### src/rtl/sw_debounce8_if.sv
// Signal bundle between the eight-line switch debouncer and its consumer.
// The slave modport is the debouncer side; the master modport is the driver/consumer side.
interface sw_debounce8_if;
    logic [7:0] sw_in;
    logic [7:0] clr;
    logic [7:0] x_out;
    logic [7:0] rise;
    logic [7:0] fall;
    logic [7:0] pending;
    logic       any_pending;

    modport slave (
        input  sw_in,
        input  clr,
        output x_out,
        output rise,
        output fall,
        output pending,
        output any_pending
    );

    modport master (
        output sw_in,
        output clr,
        input  x_out,
        input  rise,
        input  fall,
        input  pending,
        input  any_pending
    );
endinterface

### src/rtl/sw_debounce8.sv
// Eight independent synchronizing debouncers with edge pulses and a sticky rise record.
// Per-bit states are implied by the counter: idle (cnt=0, s2 == x_out) | counting (s2 != x_out).
module sw_debounce8 #(
    parameter int unsigned STABLE_CNT = 50000,
    parameter int unsigned CNT_W      = 16
) (
    input  logic           clk,
    input  logic           rst_n,
    sw_debounce8_if.slave  bus
);

    localparam logic [CNT_W-1:0] CNT_LAST = CNT_W'(STABLE_CNT - 1);

    logic [7:0]       s1_q, s1_d;
    logic [7:0]       s2_q, s2_d;
    logic [7:0]       x_q, x_d;
    logic [7:0]       rise_q, rise_d;
    logic [7:0]       fall_q, fall_d;
    logic [7:0]       pend_q, pend_d;
    logic             any_q, any_d;
    logic [CNT_W-1:0] cnt_q [8];
    logic [CNT_W-1:0] cnt_d [8];

    always_comb begin
        s1_d = bus.sw_in;
        s2_d = s1_q;
        x_d  = x_q;
        for (int i = 0; i < 8; i++) begin
            cnt_d[i] = '0;
            if (s2_q[i] != x_q[i]) begin
                if (cnt_q[i] == CNT_LAST) begin
                    x_d[i] = s2_q[i];
                end else begin
                    cnt_d[i] = cnt_q[i] + CNT_W'(1);
                end
            end
        end
        rise_d = x_d & ~x_q;
        fall_d = ~x_d & x_q;
        // a rise landing together with a clear keeps the bit set
        pend_d = rise_d | (pend_q & ~bus.clr);
        any_d  = |pend_d;
    end

    always_ff @(posedge clk) begin
        if (!rst_n) begin
            s1_q   <= '0;
            s2_q   <= '0;
            x_q    <= '0;
            rise_q <= '0;
            fall_q <= '0;
            pend_q <= '0;
            any_q  <= 1'b0;
            for (int i = 0; i < 8; i++) begin
                cnt_q[i] <= '0;
            end
        end else begin
            s1_q   <= s1_d;
            s2_q   <= s2_d;
            x_q    <= x_d;
            rise_q <= rise_d;
            fall_q <= fall_d;
            pend_q <= pend_d;
            any_q  <= any_d;
            for (int i = 0; i < 8; i++) begin
                cnt_q[i] <= cnt_d[i];
            end
        end
    end

    assign bus.x_out       = x_q;
    assign bus.rise        = rise_q;
    assign bus.fall        = fall_q;
    assign bus.pending     = pend_q;
    assign bus.any_pending = any_q;

endmodule

### src/flat_wrapper.sv
// flat-port wrapper written by rule: the top's interface ports become plain ports
module sw_debounce8_flat 
#(
    parameter int unsigned STABLE_CNT = 50000,
    parameter int unsigned CNT_W      = 16
)
  (clk, rst_n, bus_sw_in, bus_clr, bus_x_out, bus_rise, bus_fall, bus_pending, bus_any_pending);
  sw_debounce8_if bus_i ();
  input  logic clk;
  input  logic rst_n;
  input wire logic [$bits(bus_i.sw_in)-1:0] bus_sw_in;
  input wire logic [$bits(bus_i.clr)-1:0] bus_clr;
  output wire logic [$bits(bus_i.x_out)-1:0] bus_x_out;
  output wire logic [$bits(bus_i.rise)-1:0] bus_rise;
  output wire logic [$bits(bus_i.fall)-1:0] bus_fall;
  output wire logic [$bits(bus_i.pending)-1:0] bus_pending;
  output wire logic [$bits(bus_i.any_pending)-1:0] bus_any_pending;
  assign bus_i.sw_in = bus_sw_in;
  assign bus_i.clr = bus_clr;
  assign bus_x_out = bus_i.x_out;
  assign bus_rise = bus_i.rise;
  assign bus_fall = bus_i.fall;
  assign bus_pending = bus_i.pending;
  assign bus_any_pending = bus_i.any_pending;
  sw_debounce8 #(.STABLE_CNT(STABLE_CNT), .CNT_W(CNT_W)) u_core (.clk(clk), .rst_n(rst_n), .bus(bus_i));
endmodule
### config.mk
export PLATFORM = sky130hd
export DESIGN_NAME = sw_debounce8_flat
export DESIGN_NICKNAME = d
export VERILOG_FILES = /design/src/rtl/sw_debounce8_if.sv /design/src/rtl/sw_debounce8.sv /design/src/flat_wrapper.sv
export SDC_FILE = /design/constraint.sdc
export NUM_CORES = 1
export LEC_CHECK = 0
export ABC_CLOCK_PERIOD_IN_PS = 6100
export CAP_MARGIN = 20
export CORE_MARGIN = 4
export CORE_UTILIZATION = 43
export CTS_BUF_LIST = sky130_fd_sc_hd__clkbuf_4
export CTS_CLUSTER_SIZE = 16
export DETAILED_ROUTE_END_ITERATION = 10
export PLACE_DENSITY = 0.65
export SETUP_SLACK_MARGIN = 0.1
export SYNTH_ARGS = -nofsm -noshare
export SYNTH_HDL_FRONTEND = slang
export SYNTH_SLANG_ARGS = --single-unit
export TNS_END_PERCENT = 50
### constraint.sdc
create_clock -name clk -period 6.1 [get_ports clk]
set_clock_uncertainty 0.2 [all_clocks]
set_input_delay 1.22 -clock clk [delete_from_list [all_inputs] [get_ports clk]]
set_output_delay 1.22 -clock clk [all_outputs]
set_load 0.02 [all_outputs]
==> results of run 1 <==
sequential cells by signal, indices dropped and copies added (netlist names):
signal	count
u_core.cnt_q	128
u_core.bus.fall	8
u_core.bus.pending	8
u_core.bus.rise	8
u_core.bus.x_out	8
u_core.s1_q	8
u_core.s2_q	8
u_core.bus.any_pending	1
worst max path at each step:
stage          slack, ps                        endpoint                      startpoint  depth (start not counted)
6_report            3020                    bus_x_out[5]  u_core.bus.x_out[5]$_SDFF_PN0_                          1
3_3_place_gp        3030  u_core.cnt_q[0][15]$_SDFF_PP0_                           rst_n                          3
2_1_floorplan       3850  u_core.cnt_q[0][39]$_SDFF_PP0_                           rst_n                          4
4_1_cts             2930                    bus_x_out[5]  u_core.bus.x_out[5]$_SDFF_PN0_                          1
5_1_grt             2880                    bus_x_out[0]  u_core.bus.x_out[0]$_SDFF_PN0_                          1
3_5_place_dp        2980  u_core.cnt_q[0][15]$_SDFF_PP0_                           rst_n                          3
report_power, final:
part / switching, W / internal [W] / leakage [nW] / total, W
Sequential: 0.00000447 / 0.00116 / 1.43 / 0.00117
Clock: 0.000391 / 0.000530 / 0.219 / 0.000921
Combinational: 0.0000152 / 0.0000152 / 1.07 / 0.0000304
metrics by stage:
step | hold slack (ps) | cell area, µm²
2_1_floorplan | 211.9 | 7067
3_3_place_gp | 214.0 | 7764
3_5_place_dp | 220.8 | 7764
4_1_cts | 247.1 | 8203
5_1_grt | 265.8 | 8203
6_report | 248.5 | 8203
metal layers:
| metal | vias up | global-route usage (%) | share of wire (%) |
|---|---|---|---|
| met5 | - | 0 | 0 |
| met4 | 0 | 6.047 | 1.5 |
| met3 | 14 | 3.442 | 3.3 |
| met2 | 60 | 22.70 | 45 |
| met1 | 2305 | 19.18 | 51 |
| li1 | 2693 | - | - |
worst register-to-register path: cells and delay by family (launching register included):
family	cells	cell delay [ps]
compound gates	2	670
simple gates	3	540
flops	1	410
fa+ha+maj	1	220
cell type report:
| type | instances | area share [%] |
|---|---|---|
| Clock buffer | 17 | 1.556 |
| Clock inverter | 15 | 3.798 |
| Inverter | 34 | 1.556 |
| Multi-Input combinational cell | 545 | 40.56 |
| Sequential cell | 177 | 43.20 |
| Tap cell | 216 | 3.295 |
| Timing Repair Buffer | 50 | 6.040 |
cell families after synthesis:
| group | after synthesis |
|---|---|
| muxes | 8 |
| AOI/OAI and AO/OA | 20 |
| DFF | 177 |
| and+or+nand+nor | 395 |
| adders and majority gates | 8 |
| buffers and inverters | 50 |
| xor gates and xnor gates | 114 |
placed cells by master, fill, tap and decap left out, drive strengths merged, types with 5 or more instances in the layout:
cell and instances:
nor2b 15, nand4 26, bufinv 9, and3 21
nor4 8, nor4bb 10, dfxtp 177, xor2 57
nor2 146, nand3 61, nor4b 7, clkdlybuf4s50 49
inv 34, nand2 34, ha 8, xnor2 57
o21ai 5, nor3 25, o32ai 7, or3 6
clkbuf 17, a21oi 6, and2 28, mux2i 8
==> impl_metrics.yaml, run 1 <==
synthesis:
  synth_cells: 772
  synth_most_common_cell: "dfxtp_1"
  synth.area.top_cells: "dfxtp_1, nor2_1, xnor2_1"
  synth_xor_xnor_area_share_pct: 14.13
  yosysUniqueCellTypes: 34
  netlist_area_um2: 7067
  synth_top_cell_area_share_pct: 50.14
  yosys-top-cells-count: "dfxtp_1, nor2_1, nand3_1"
  seq_area_frac_synth_pct: 50.14
  synth-seq-cells: 177
  synth_edf_count: 0
  syn-num-nets: 798
  synth_top_family_by_area: "simple AND/OR/NAND/NOR gates"
  async_flop_share_pct: 0
  yosys.area_share.simple_pct: 28.49
  synth_area_per_cell_um2: 9.154
  ys_warn_count: 0
  synth_fa_ha_area_share_pct: 1.416
  synth.largest_area_cell: "dfxtp_1"
  yosys_most_used_dff: "dfxtp_1"
  synth_compound_area_share_pct: 1.912
  synthMuxAreaShare_pct: 1.133
floorplanning:
  die_h_um: 136.2
  rows: 46
  dieArea_um2: 18550
  fp.coreArea_um2: 16000
  pin_count: 51
  initial_core_util_pct: 44.17
  die_x_um: 136.2
power_and_ir_drop:
  peakVddDrop_mv: 0.1474
  power_w: 0.002119
  leakagePower_nw: 2.720
  p_per_area_nw_per_um2: 258.3
global_routing:
  grt_pass1_wl_um: 21850
  grt_antenna_before_repair: 0
  first_global_vias: 4778
  grt_usage_pct: 14.49
  grt_max_degree: 50
  gr-total-overflow: 0
drt:
  vias_per_cell: 4.812
  wirelength_um: 12580
  vias: 5072
  drtIter0Drc: 178
  drcViolationCount: 0
  wl_per_cell_um: 11.94
  ant_nets: 0
  dr.pass1.iters: 5
sta:
  finalSetupViolCount: 0
  min_period_ps: 3079
  hold_violations: 0
  tightest_slew_ps: 735.0
  rsz0062_at_grt: "no"
  timing.final.crit_share_pct: 50.47
  maxClockFrequency_mhz: 324.8
  finalWorstSetupSlack_ps: 3021
  slew_headroom_pct: 51.00
  drv_slew: 0
  fin_setup_tns_ps: 0
final_layout:
  final.fill_count: 1576
  drive_gt1_share_pct: 4.535
  fin_util_pct: 51.27
  area_growth_pct: 16.08
  n_antenna_cell: 0
  multi_input_area_um2: 3327
  regArea_um2: 3543
  stdcell_count: 1054
  nets: 851
place:
  place_hpwl_um: 8745
  port_buffers: 50
  post-place-ws_ps: 2979
  placed_cells: 1022
  gp_congestion: 0.7888
worst_setup_path:
  critical_path_arrival_ps: 1660
  r2r_slack_ps: 4010
  crit_fanout: 6
  end_kind: "primary output"
  regToRegEndpoint: "u_core.bus.any_pending$_SDFF_PN0_"
  r2r_start: "u_core.cnt_q[0][80]$_SDFF_PP0_"
  setup.worst_path.class: "flip-flop to primary output"
  crit_required_ps: 4680
  worstPathCellList: "clkdlybuf4s50_1"
  reg2reg_depth: 6
  critPathTopFamily: "buffers and inverters"
  timing.critical_path.buf_inv: 1
  cp-start-kind: "flip-flop"
  critPathSlowestCell: "clkdlybuf4s50_1"
  slowest_delay_ps: 650
hold_path:
  hp-class: "flip-flop to flip-flop"
  min-delay-start: "u_core.s1_q[0]$_SDFF_PN0_"
  min_to: "u_core.s2_q[0]$_SDFF_PN0_"
  hold_depth: 1
clock_network:
  ctsResizeCount: 0
  post_cts_buffers: 0
  cts_buffers: 17
  clk_pin_slew_ps: 140
  cts_hold_buffers: 0
  cts-root-buf: "clkbuf_4"
  cts_tree: "yes"
  cts.path.max_buffers: 2
  h-tree-depth: 4
  clock_latency_ps: 540
  cts_sinks: 177
flow_run:
  maxCapViolations: 0
outcome:
  outcome: "finished clean"
Power figures use the tool's default switching activity.
==> inputs of run 2 (changes only) <==
--- a/config.mk
+++ b/config.mk
@@ -5,7 +5,7 @@
 export SDC_FILE = /design/constraint.sdc
 export NUM_CORES = 1
 export LEC_CHECK = 0
-export ABC_CLOCK_PERIOD_IN_PS = 6100
+export ABC_CLOCK_PERIOD_IN_PS = 2900
 export CAP_MARGIN = 20
 export CORE_MARGIN = 4
 export CORE_UTILIZATION = 43
==> constraint.sdc (replaced) <==
create_clock -name clk -period 2.9 [get_ports clk]
set_clock_uncertainty 0.2 [all_clocks]
set_input_delay 0.58 -clock clk [delete_from_list [all_inputs] [get_ports clk]]
set_output_delay 0.58 -clock clk [all_outputs]
set_load 0.02 [all_outputs]
==> impl_metrics.yaml, run 2 (synthesis results as in run 1) <==
outcome:
  outcome: "finished clean"
final_layout:
  final.fill_count: 1544
  multi_input_area_um2: 3327
  area_growth_pct: 14.82
  nets: 853
  largest_reg_flops: 128
  regArea_um2: 3543
  top_register: "u_core.cnt_q"
  drive_gt1_share_pct: 4.881
  final_area_um2: 8114
  layout_common_cells: "dfxtp_1, nor2_1, nand3_1, xor2_1, xnor2_1"
  layout_commonest_cell: "dfxtp_1"
  n_antenna_cell: 0
drt:
  ant_nets: 0
  vias_per_cell: 4.796
  drtIter0Drc: 194
  dr.pass1.iters: 4
  vias: 5065
  wl_met1_um: 6342
  drcViolationCount: 0
  dr_wl_met2_um: 5321
  wl_per_cell_um: 11.65
  wl_met3_um: 550
  wirelength_um: 12300
  highest_layer: "met4"
sta:
  hold_violations: 0
  maxClockFrequency_mhz: 404.4
  rsz0062_at_grt: "no"
  timing.final.crit_share_pct: 85.26
  tightest_slew_ps: 661.6
  drv_slew: 0
  finalSetupViolCount: 0
  fin_setup_tns_ps: 0
  min_period_ps: 2473
  slew_headroom_pct: 55.49
  whs_ps: 251.8
  finalWorstSetupSlack_ps: 427.4
global_routing:
  grt_usage_pct: 13.70
  grt_max_degree: 34
  first_global_vias: 4619
  grt_antenna_before_repair: 0
  gr-total-overflow: 0
  grt_pass1_wl_um: 20740
place:
  place_hpwl_um: 8548
  port_buffers: 50
  place_area_um2: 7779
  gp_congestion: 0.7872
  post-place-ws_ps: 617.8
worst_setup_path:
  timing.critical_path.buf_inv: 1
  worstPathCellList: "clkdlybuf4s50_1"
  crit_fanout: 6
  critPathTopFamily: "buffers and inverters"
  crit_required_ps: 2120
  regToRegEndpoint: "u_core.bus.any_pending$_SDFF_PN0_"
  r2r_slack_ps: 770
  reg2reg_depth: 6
  setup.worst_path.class: "flip-flop to primary output"
  critPathSlowestCell: "clkdlybuf4s50_1"
  slowest_delay_ps: 670
  critical_path_arrival_ps: 1690
  r2r_start: "u_core.cnt_q[0][112]$_SDFF_PP0_"
  end_kind: "primary output"
  cp-start-kind: "flip-flop"
power_and_ir_drop:
  p_sw_share_pct: 22.17
  peakVddDrop_mv: 0.3004
  p_per_area_nw_per_um2: 502.0
  power_w: 0.004074
  clockPowerShare_pct: 38.1
  leakagePower_nw: 2.664
  p_switching_w: 0.0009033
  power_frac_seq_pct: 60.3
  internal_power_w: 0.003170
  pwr-share-comb_pct: 1.6
clock_network:
  clock_latency_ps: 560
  cts-root-buf: "clkbuf_4"
  cts.path.max_buffers: 2
  cts_tree: "yes"
  cts_sinks: 177
  h-tree-depth: 4
  ctsResizeCount: 0
  cts_buffers: 17
  clk_pin_slew_ps: 150
  post_cts_buffers: 0
  cts_hold_buffers: 0
floorplanning:
  die_x_um: 136.2
  fp.coreArea_um2: 16000
  pin_count: 51
  dieArea_um2: 18550
  die_h_um: 136.2
  rows: 46
  initial_core_util_pct: 44.17
hold_path:
  hold_depth: 1
  min_to: "u_core.s2_q[6]$_SDFF_PN0_"
  min-delay-start: "u_core.s1_q[6]$_SDFF_PN0_"
  hp-class: "flip-flop to flip-flop"
flow_run:
  maxCapViolations: 0
## run 2: final cells by class
cell class | count | share of cell area [%]
Tap cell | 216 | 3.331
Multi-Input combinational cell | 545 | 41.00
Sequential cell | 177 | 43.67
Clock buffer | 17 | 1.573
Clock inverter | 15 | 2.560
Inverter | 34 | 1.573
Timing Repair Buffer | 52 | 6.291
## run 2: worst max-delay path by stage
stage / start / to / cells after the start
after floorplan: u_core.cnt_q[0][27]$_SDFF_PP0_ / u_core.bus.rise[1]$_SDFF_PN0_ / 6
after global placement: rst_n / u_core.cnt_q[0][124]$_SDFF_PP0_ / 3
after detailed placement: rst_n / u_core.cnt_q[0][125]$_SDFF_PP0_ / 3
after CTS: u_core.bus.x_out[5]$_SDFF_PN0_ / bus_x_out[5] / 1
after global routing: u_core.bus.x_out[5]$_SDFF_PN0_ / bus_x_out[5] / 1
final: u_core.bus.x_out[5]$_SDFF_PN0_ / bus_x_out[5] / 1
## run 2: per-layer routing
layer,up-vias,GRT usage [%]
li1,2688,-
met1,2304,18.55
met3,7,4.367
met2,66,20.80
met4,0,4.423
met5,-,0
## run 2: power groups by stage
stage	clock network, W	registers [W]	logic (W)
6_report	0.00155	0.00246	0.0000665
5_1_grt	0.00171	0.00246	0.0000742
4_1_cts	0.00162	0.00246	0.0000686
3_5_place_dp	0	0.00251	0.0000683
3_3_place_gp	0	0.00251	0.0000682
2_1_floorplan	0	0.00251	0.0000345
## run 2: through the flow
stage	cells	utilization (%)
after floorplan	772	-
after global placement	1024	48.62
after detailed placement	1024	48.62
after CTS	1056	50.71
after global routing	1056	50.71
final	1056	50.71
